[src/rtl/cdr_pam_tx.sv]
// Baud-rate PAM4/NRZ loopback transmitter for CDR bring-up: an NCO paces symbols from a
// PRBS7 or an external stream, maps them to levels and band-limits them with a slew filter.
module cdr_pam_tx #(
    parameter int         LEVEL     = 96,
    parameter logic [6:0] PRBS_SEED = 7'h7F
) (
    input  logic              clk,
    input  logic              rst,
    input  logic              en,
    input  logic [31:0]       fcw,
    input  logic [1:0]        mode,
    input  logic [2:0]        slew,
    input  logic [1:0]        s_data,
    input  logic              s_valid,
    output logic              s_ready,
    input  logic              underrun_clr,
    output logic signed [7:0] y_n,
    output logic [1:0]        sym,
    output logic              sym_strobe,
    output logic              underrun
);

    localparam logic signed [7:0]  OUTER   = 8'(LEVEL);
    localparam logic signed [7:0]  INNER   = 8'(LEVEL / 3);
    localparam logic signed [17:0] SAT_POS = 18'sd32512;
    localparam logic signed [17:0] SAT_NEG = -18'sd32512;

    logic [31:0]        phase;
    logic [32:0]        nco_sum;
    logic               tick;
    logic [6:0]         lfsr;
    logic [6:0]         lfsr_one;
    logic [6:0]         lfsr_two;
    logic [6:0]         lfsr_next;
    logic [1:0]         sym_next;
    logic               sym_load;
    logic               underrun_set;
    logic signed [7:0]  target;
    logic signed [15:0] y_acc;
    logic signed [16:0] diff;
    logic signed [16:0] step;
    logic signed [17:0] acc_sum;
    logic signed [15:0] acc_next;

    assign nco_sum = {1'b0, phase} + {1'b0, fcw};
    assign tick    = en & nco_sum[32];
    assign s_ready = tick & mode[1] & ~rst;

    assign lfsr_one = {lfsr[5:0], lfsr[6] ^ lfsr[5]};
    assign lfsr_two = {lfsr_one[5:0], lfsr_one[6] ^ lfsr_one[5]};

    // Gray-coded PAM4: adjacent levels differ in one bit, so 10 is the top level.
    function automatic logic signed [7:0] level_of(input logic [1:0] code);
        case (code)
            2'b00:   level_of = -OUTER;
            2'b01:   level_of = -INNER;
            2'b11:   level_of = INNER;
            default: level_of = OUTER;
        endcase
    endfunction

    always_comb begin
        sym_next     = sym;
        lfsr_next    = lfsr;
        sym_load     = 1'b0;
        underrun_set = 1'b0;
        if (tick) begin
            case (mode)
                2'b00: begin
                    sym_next  = {lfsr[6], 1'b0};
                    lfsr_next = lfsr_one;
                    sym_load  = 1'b1;
                end
                2'b01: begin
                    sym_next  = {lfsr[6], lfsr[5]};
                    lfsr_next = lfsr_two;
                    sym_load  = 1'b1;
                end
                default: begin
                    if (s_valid) begin
                        sym_next = mode[0] ? s_data : {s_data[0], 1'b0};
                        sym_load = 1'b1;
                    end else begin
                        underrun_set = 1'b1;
                    end
                end
            endcase
        end
    end

    // First-order low-pass in Q8.8; the shift sets the channel bandwidth.
    always_comb begin
        diff    = {target[7], target, 8'h00} - {y_acc[15], y_acc};
        step    = diff >>> slew;
        acc_sum = {step[16], step} + {{2{y_acc[15]}}, y_acc};
        if (acc_sum > SAT_POS) begin
            acc_next = 16'(SAT_POS);
        end else if (acc_sum < SAT_NEG) begin
            acc_next = 16'(SAT_NEG);
        end else begin
            acc_next = acc_sum[15:0];
        end
    end

    always_ff @(posedge clk) begin
        if (rst) begin
            phase      <= '0;
            lfsr       <= PRBS_SEED;
            sym        <= '0;
            target     <= '0;
            y_acc      <= '0;
            sym_strobe <= 1'b0;
            underrun   <= 1'b0;
        end else begin
            if (en) begin
                phase <= nco_sum[31:0];
            end
            lfsr       <= lfsr_next;
            sym        <= sym_next;
            sym_strobe <= tick;
            if (sym_load) begin
                target <= level_of(sym_next);
            end
            if (underrun_set) begin
                underrun <= 1'b1;
            end else if (underrun_clr) begin
                underrun <= 1'b0;
            end
            y_acc <= acc_next;
        end
    end

    assign y_n = y_acc[15:8];

endmodule

[config.mk]
export PLATFORM = sky130hd
export DESIGN_NAME = cdr_pam_tx
export DESIGN_NICKNAME = d
export VERILOG_FILES = /design/src/rtl/cdr_pam_tx.sv
export SDC_FILE = /design/constraint.sdc
export NUM_CORES = 1
export LEC_CHECK = 0
export BUFFER_PORTS_ARGS = -buffer_cell sky130_fd_sc_hd__buf_2
export CAP_MARGIN = 0
export CORE_ASPECT_RATIO = 2
export CORE_MARGIN = 3
export CORE_UTILIZATION = 35
export CTS_BUF_LIST = sky130_fd_sc_hd__clkbuf_4
export CTS_CLUSTER_SIZE = 40
export DETAILED_ROUTE_END_ITERATION = 16
export MAX_ROUTING_LAYER = met4
export PLACE_DENSITY_LB_ADDON = 0.08
export RECOVER_POWER = 100
export SYNTH_ARGS = -nofsm -noshare
export SYNTH_HDL_FRONTEND = slang
export SYNTH_SLANG_ARGS = --single-unit
[constraint.sdc]
create_clock -name clk -period 5.8 [get_ports clk]
set_clock_uncertainty 0.05 [all_clocks]
set_input_delay 0.29 -clock clk [delete_from_list [all_inputs] [get_ports clk]]
set_output_delay 0.29 -clock clk [all_outputs]
set_load 0.005 [all_outputs]
# Yosys cells after proc, flatten, opt, wreduce, memory -nomap -nowiden
# Cells that the tools add are included.
[word_totals] ff_bits=67 inputBits=44 mem_bits_ro=0 elab_cells=48 latch_bits=0 memories=0 ram_bits=0 out_inout_bits=13
[classes] mul=0 n_eq_ne=3 shift=1 order_cmp=2 div=0 reduce_logical=8 n_bitwise=6 n_mux=16 n_addsub=3
[ops] cell="adder 32 x 32 -> 33 bit" n=1
[ops] cell="one-hot mux 8 bit (3 select lines)" n=1
[ops] cell="adder 17 x 16 -> 18 bit" n=1
[ops] cell="> comparator 18 x 16 -> 1 bit, second input constant" n=1
[ops] cell="less-than comparator 18 x 16 -> 1 bit, second input constant" n=1
[ops] cell=">>> shifter 17 x 3 -> 17 bit" n=1
[ops] cell="subtractor 16 x 16 -> 17 bit" n=1
[ops] cell="2-to-1 mux 16 bit" n=1
[ops] cell="2-to-1 mux 15 bit" n=1
[ops] cell="one-hot mux 7 bit (2 select lines)" n=1
[ops] cell="2-to-1 mux 1 bit" n=8
[ops] cell="2-to-1 mux 2 bit" n=3
[ops] cell="== test 2 x 1 -> 1 bit, second input constant" n=2
[ops] cell="zero test 2 bit" n=2
[ops] cell="one-hot mux 2 bit (2 select lines)" n=1
[ops] cell="nonzero test 2 bit" n=2
[ops] cell="OR reduction 2 bit" n=2
[ops] cell="bitwise AND 1 bit" n=3
[ops] cell="OR reduction 3 bit" n=1
[ops] cell="== test 2 bit, second input constant" n=1
[ops] cell="AND reduction 2 bit" n=1
[ops] cell="bitwise XOR 1 bit" n=2
[ops] cell="inverter 1 bit" n=1

# Longest topological paths before layout
# Gate-level depths: netlist of the first run.
[logic_depth] depth_word=6 ltp_mapped=24 mapped_depth_nobuf=22

# Least setup slack after synthesis of the first run
# OpenSTA, ideal clock, no wires.
[synth_path] path_kind="reg2reg" from="reg y_acc[2]" to="reg y_acc[9]" setup_time_ns=0.093 synth_period_minus_slack_ns=4.835 required_time_ns=5.657 stages_incl_launch_ff=21 slack_ns=0.965 t_arrival_ns=4.692 path_buffers=2 path_cell_list="dfxtp_1 -> buf_2 -> or4_1 -> buf_2 -> nor3_1 -> nand2_1 -> nor3_1 -> xnor2_1 -> nor2_1 -> a21oi_1 -> mux2i_1 -> mux2i_1 -> ha_1 -> a2111o_1 -> o211ai_2 -> a31oi_2 -> o211a_1 -> a211o_1 -> or4_4 -> a31o_4 -> o311ai_2"
[synth_between] elab_chain_len=6 word_cells_on_any_way=7 classes_between="add/sub: 2; order compare: 2; shift: 1; mux: 2"
[synth_rtl] item="from (decl)" line="39" text="logic signed [15:0] y_acc;"
[synth_rtl] item="from (signal assigned)" line="129" text="y_acc <= acc_next;"
[synth_rtl] item="subtractor 16 x 16 -> 17 bit" line="93" text="diff = {target[7], target, 8'h00} - {y_acc[15], y_acc};"
[synth_rtl] item=">>> shifter 17 x 3 -> 17 bit" line="94" text="step = diff >>> slew;"
[synth_rtl] item="adder 17 x 16 -> 18 bit *" line="95" text="acc_sum = {step[16], step} + {{2{y_acc[15]}}, y_acc};"
[synth_rtl] item="less-than comparator 18 x 16 -> 1 bit" line="98" text="end else if (acc_sum < SAT_NEG) begin"
[synth_rtl] item="2-to-1 mux 16 bit" line="98"
[synth_rtl] item="2-to-1 mux 15 bit *" line="96" text="if (acc_sum > SAT_POS) begin"
# Every way passes the cells marked *; elsewhere a longest branch is shown, timed or not.
# A chain may end at the register's enable or synchronous reset.

# Worst setup path after layout of the first run
# Ends and elaborated chain as after synthesis.

==> results of run 1 <==
[per-layer routing]
metal	track usage [%]	wire length [µm]
met1	16.3	6160
met2	41.9	11300
met3	2.21	328
met4	14.2	1280
met5	-	0
[cells in the final DEF (no fill, tap or decap), types with 11 or more instances in the layout]
cell      netlist  routed
nor2_1         92      92
a21oi_1        75      75
dfxtp_1        62      62
ha_1           56      56
nand2_1        53      53
buf_2           2      51
o21ai_0        43      45
mux2i_1        39      39
inv_1          29      29
xnor2_1        24      24
a21o_1         23      23
xor2_1         20      20
nand2b_1       14      14
nor3_1         12      12
o21a_1         11      11
a211o_1        11      11
clkbuf_4        0      11
[cells by family (layout without fill, tap and decap cells)]
group           Yosys count  after routing  share of synthesized area, %
other cells               0              1                             0
compound gates          252            252                          27.8
xor+xnor                 44             44                          6.35
mux                      46             46                          8.10
flops                    62             62                          20.4
buf+inv                  75            112                          5.69
simple gates            238            238                          19.4
fa+ha+maj                58             58                          12.2
[power groups by stage]
stage / Sequential [mW] / Combinational [mW] / Clock [mW]
2_1_floorplan: 0.579 / 2.07 / 0
6_report: 0.628 / 2.69 / 0.248
3_5_place_dp: 0.639 / 2.71 / 0
3_3_place_gp: 0.636 / 2.67 / 0
4_1_cts: 0.629 / 2.72 / 0.264
5_1_grt: 0.637 / 2.95 / 0.280
[registers in the layout (all words and copies together), names as in the netlist]
| register | flops |
|---|---|
| phase | 32 |
| y_acc | 16 |
| lfsr | 7 |
| target | 3 |
| sym | 2 |
| sym_strobe | 1 |
| underrun | 1 |
[layout make-up]
type / instances / area [µm²]
Inverter: 29 / 109
Antenna cell: 1 / 2.50
Tap cell: 207 / 259
Fill cell: 1821 / 10300
Sequential cell: 62 / 1240
Multi-Input combinational cell: 638 / 4480
Clock inverter: 4 / 15.0
Clock buffer: 11 / 82.6
Timing Repair Buffer: 68 / 359
[through the flow]
stage | cell area (µm²) | instances | hold WS (ns) | power (mW) | util, %
final | 6550 | 1020 | 0.105 | 3.56 | 38.9
after global routing | 6550 | 1020 | 0.128 | 3.87 | 38.9
after CTS | 6560 | 1019 | 0.0694 | 3.62 | 38.9
after detailed placement | 6460 | 1004 | 0.396 | 3.35 | 38.4
after global placement | 6460 | 1004 | 0.397 | 3.31 | 38.4
after floorplan | 6070 | 775 | 0.379 | 2.65 | -
[final timing paths]
check                    start        end  slack, ns  cells after the start
hold / removal    underrun_clr   underrun       0.11                      4
hold reg to reg      target[5]  target[5]       0.41                      2
setup / recovery      y_acc[2]   y_acc[9]       0.37                     18
setup reg to reg      y_acc[2]   y_acc[9]       0.37                     18
[worst max-delay path: stages (launching register included)]
cell and delay [ns]:
dfxtp_1 0.42, or4_1 0.66, nor3_1 0.31, nand2_1 0.13, nor3_1 0.31, xnor2_1 0.16
nor2_1 0.06, a21oi_1 0.23, mux2i_1 0.17, mux2i_1 0.17, ha_1 0.28, a2111o_1 0.44
o211ai_2 0.19, a31oi_2 0.19, o211a_1 0.25, a211o_1 0.32, or4_1 0.59, a31o_1 0.30
o311ai_2 0.08
[what timing repair did]
item                                    CTS  global route
endpoints found under the setup margin    0             2
endpoints found under the hold margin     0             0
hold buffers                              0             0
resized for setup                         0             1
==> run_results.csv, run 1 <==
group,metric,value,unit
status,status,"finished, final reports clean",
synth,syn_nets,877,
power,irDropWorstVdd,0.000179,V
worst_hold_path,hp-class,"in2reg",
floorplanning,die-width,99.1,µm
cts,clk_pin_slew,0.11,ns
synth,synth_most_common_cell,"nor2_1",
synth,synth_top_cell_by_area,"dfxtp_1",
cts,cts_htree_levels,3,
worst_setup_path,crit_type,"reg2reg",
worst_setup_path,cp-start-kind,"flip-flop",
synth,seq_area_frac_synth,20.4,%
synth,async_flop_share,0,%
global_route,grtUsageTotal,20.6,%
route,first_iter_violations,192,
cts,cts_sinks,62,
cts,tritoncts,"yes",
floorplanning,fp.dieH,192,µm
global_route,grt_max_degree,65,
floorplanning,rows,67,
cts,clock_latency,0.43,ns
sta,fin_crit_sh,93.5,%
placement,dp_slack,0.303,ns
power,power_frac_clock,7.0,%
flow_run,cap_violations,0,
power,p_sw,1.90,mW
cts,clk_path_buf_depth,2,
route,viasPerCell,5.73,
route,routed_wl,19100,µm
sta,hold_viol,0,
synth,synth_flop_cell,"dfxtp_1",
synth,ys.warnings.count,0,
cells_and_area,nNetsFinal,910,
synth,yosysUniqueCellTypes,79,
sta,setup_tns,0,ns
global_route,antenna_found_initial,1,
global_route,grt_pass1_vias,6037,
route,postRouteAntennaNets,0,
power,power.share.sequential,17.6,%
sta,setup_viol,0,
synth,avgSynthCellArea,7.83,µm²
synth,synth_edf_count,0,
sta,worstMarginPinSlew,0.776,ns
worst_setup_path,worstPathMaxFanout,9,
worst_setup_path,cp.required,6.08,ns
global_route,grt_pass1_wl,29900,µm
placement,port_buffers,56,
floorplanning,initial_core_util,36.0,%
cts,cts_root_buf,"clkbuf_4",
sta,slew_headroom,47.6,%
route,routed-via-count,5849,
power,p_int,1.66,mW
cts,cts_setup_buffers,0,
sta,rsz0062_at_grt,"false",
power,power_frac_comb,75.4,%
cells_and_area,layout-area-overhead-vs-synth,7.83,%
route,avgRoutedWirePerCell,18.7,µm
power,power.leakage,3.01,nW
floorplanning,die_area,19100,µm²
route,route.detailed.drc,0,
floorplanning,ioPinCount,57,
placement,place.gp.congestion,0.960,
synth,netlist_top_cells_area,"dfxtp_1 20%, ha_1 12%, mux2i_1 6.4%",
cts,numCtsBuffers,9,
floorplanning,fp.coreArea,16800,µm²
sta,fin_crit,5.43,ns
synth,syn-instance-count,775,
sta,fin_ws,0.375,ns
placement,hpwl,15500,µm
synth,synth_seq_cells,62,
sta,fmax,184,MHz
global_route,overflow,0,
route,first_pass_iters,4,
sta,slew_violations,0,
worst_setup_path,critPathCaptureType,"flip-flop",
synth,synth.cell_area,6070,µm²
worst_setup_path,arrival,5.70,ns
synth,synthTopCellsByCount,"92 x nor2_1, 75 x a21oi_1, 62 x dfxtp_1",
synth,synth.top_cell.area_share,20.4,%
power,cellPowerDensity,544,nW/µm²
power,p_sw_share,53.3,%
cells_and_area,drive_gt1_share,13.3,%
(Power assumes the default switching activity.)
==> inputs of run 2 (changes only) <==
--- a/config.mk
+++ b/config.mk
@@ -7,6 +7,8 @@
 export LEC_CHECK = 0
 export BUFFER_PORTS_ARGS = -buffer_cell sky130_fd_sc_hd__buf_2
 export CAP_MARGIN = 0
+export CELL_PAD_IN_SITES_DETAIL_PLACEMENT = 0
+export CELL_PAD_IN_SITES_GLOBAL_PLACEMENT = 1
 export CORE_ASPECT_RATIO = 2
 export CORE_MARGIN = 3
 export CORE_UTILIZATION = 35
==> run 2 against run 1 <==
The run now ends with max-capacitance violations, max-slew violations left; hold slack better by 0.0079 ns; clock power is 43% higher; fmax is 1.3% lower; routed wire length up 0.95%; setup slack lost 0.073 ns; final cell count rose by 0.29%; final area up 1.0%; combinational power rose by 3%; utilization rose by 0.40 points; highest routed layer unchanged.
==> run_results.csv, run 2 (same netlist as run 1, synthesis figures left out) <==
group,metric,value,unit
worst_setup_path,regToRegEndpoint,"y_acc[3]",
placement,place.gp.congestion,0.931,
global_route,antenna_found_initial,1,
cells_and_area,final_cells,1023,
floorplanning,fp.coreArea,16800,µm²
route,route.detailed.drc,0,
worst_setup_path,cp_top_family,"compound AO/OA/AOI/OAI gates",
cells_and_area,top_register,"phase",
cts,clock_latency,0.43,ns
sta,fin_crit,5.50,ns
cts,cts_sinks,62,
cts,clk_path_buf_depth,2,
flow_run,cap_violations,1,
cts,numCtsBuffers,9,
floorplanning,fp.dieH,192,µm
cells_and_area,nNetsFinal,912,
worst_setup_path,rr_startpoint,"y_acc[2]",
worst_setup_path,path_buf_inv,1,
sta,worstMarginPinSlew,1.88,ns
power,power.leakage,3.03,nW
sta,fmax,182,MHz
sta,slew_violations,32,
power,cellPowerDensity,567,nW/µm²
cts,cts_htree_levels,3,
global_route,overflow,0,
cells_and_area,largest_register_ffs,32,
global_route,grtUsageTotal,20.7,%
sta,setup_viol,0,
worst_setup_path,cp.depth,17,
cells_and_area,final_util,39.3,%
cells_and_area,drive_gt1_share,13.6,%
floorplanning,ioPinCount,57,
floorplanning,die_area,19100,µm²
worst_setup_path,crit_end,"y_acc[3]",
worst_setup_path,r2r_cells,17,
route,routed-via-count,5856,
route,avgRoutedWirePerCell,18.8,µm
worst_setup_path,worstPathMaxFanout,9,
route,first_pass_iters,4,
placement,port_buffers,56,
worst_setup_path,cp.required,6.05,ns
worst_setup_path,path_cells,"or4_1, nor4_4, a31oi_1, nand2b_1, a31oi_2, mux2i_1, mux4_2, ha_1, a21oi_1, o211ai_1, a21o_1, a211oi_2, nor3_1, a311oi_2, clkbuf_2, nand4b_1, a21boi_0",
cts,tritoncts,"yes",
route,viasPerCell,5.72,
route,routedLengthMet1,6110,µm
placement,hpwl,15600,µm
worst_hold_path,hp-class,"in2reg",
worst_setup_path,cp-start-kind,"flip-flop",
cells_and_area,top_regs,"phase x32, y_acc x16, lfsr x7",
worst_setup_path,reg2reg_slack,0.30,ns
sta,slew_headroom,-25.4,%
status,violations,"max-capacitance violations, max-slew violations",
cts,postCtsHoldBufs,0,
floorplanning,die-width,99.1,µm
route,routed_wl,19200,µm
worst_setup_path,crit_start,"y_acc[2]",
worst_setup_path,critical_path.slowest_cell,"or4_1",
floorplanning,rows,67,
sta,hold_viol,0,
sta,fin_crit_sh,94.8,%
worst_setup_path,critPathMaxStageDelay,0.68,ns
worst_setup_path,arrival,5.75,ns
sta,rsz0062_at_grt,"false",
route,wl_met2,11900,µm
global_route,grt_pass1_vias,6068,
cells_and_area,layout_common_cells,"92 x nor2_1, 75 x a21oi_1, 62 x dfxtp_1",
cells_and_area,final_common_cell,"nor2_1",
power,irDropWorstVdd,0.000155,V
status,status,"finished with violations",
sta,setup_tns,0,ns
route,postRouteAntennaNets,0,
floorplanning,initial_core_util,36.0,%
route,first_iter_violations,112,
cts,clk_pin_slew,0.11,ns
cells_and_area,layout-area-overhead-vs-synth,8.94,%
worst_setup_path,critPathCaptureType,"flip-flop",
worst_setup_path,crit_type,"reg2reg",
route,top_layer_used,"met4",
route,wl_met3,354,µm
placement,dp_cells,1004,
cts,cts_root_buf,"clkbuf_4",
global_route,grt_pass1_wl,30000,µm
global_route,grt_max_degree,65,
run 2: changes by cell type in the layout (fill, tap and decap cells not counted), sizes merged:
cell and change:
clkbuf +7, bufinv +2, buf -5, clkinv -1
run 2: routing by layer:
metal / global-route usage (%) / vias to the layer above
li1: - / 2910
met1: 16.3 / 2802
met3: 1.88 / 46
met5: - / -
met4: 10.9 / 0
met2: 44.3 / 98
run 2: per-stage QoR:
step,hold WS (ns),total power [mW],instance area [µm²],worst slack (ns)
2_1_floorplan,0.379,2.65,6070,0.965
3_3_place_gp,0.395,3.36,6460,0.358
3_5_place_dp,0.399,3.39,6460,0.304
4_1_cts,0.0714,3.77,6620,0.261
5_1_grt,0.117,4.04,6610,0.0375
6_report,0.113,3.75,6610,0.302
run 2: cell type report:
class | instances | area [µm²]
timing repair buffer | 70 | 360
inverter | 29 | 109
sequential | 62 | 1240
clock buffer | 11 | 82.6
fill | 1796 | 10200
multi-input combinational | 638 | 4490
clock inverter | 5 | 73.8
antenna | 1 | 2.50
tap | 207 | 259
run 2: power by group:
group,switching [mW],total [mW],internal (mW),leakage [nW]
Combinational,1.68,2.77,1.09,2.43
Sequential,0.108,0.625,0.517,0.510
Clock,0.172,0.354,0.182,0.0883
run 2: worst reg2reg max path: cells and delay by family, from the launching register on:
family                     cells  cell delay, ns
DFF                            1            0.42
adders and majority gates      1            0.40
muxes                          2            0.62
and+or+nand+nor                5            1.70
buffers and inverters          1            0.28
AOI/OAI and AO/OA              8            1.89
run 2: worst min-delay path by stage:
stage                 start   endpoint  slack, ns  cells after the start
3_3_place_gp      target[5]  target[5]       0.40                      2
6_report       underrun_clr   underrun       0.11                      4
5_1_grt        underrun_clr   underrun       0.12                      4
2_1_floorplan     target[5]  target[5]       0.38                      2
4_1_cts        underrun_clr   underrun       0.07                      4
3_5_place_dp      target[5]  target[5]       0.40                      2
run 2: repair_timing:
action | 4_1_cts | 5_1_grt
gates resized for setup | 0 | 2
buffers inserted | 0 | 2
setup endpoints to repair | 0 | 14
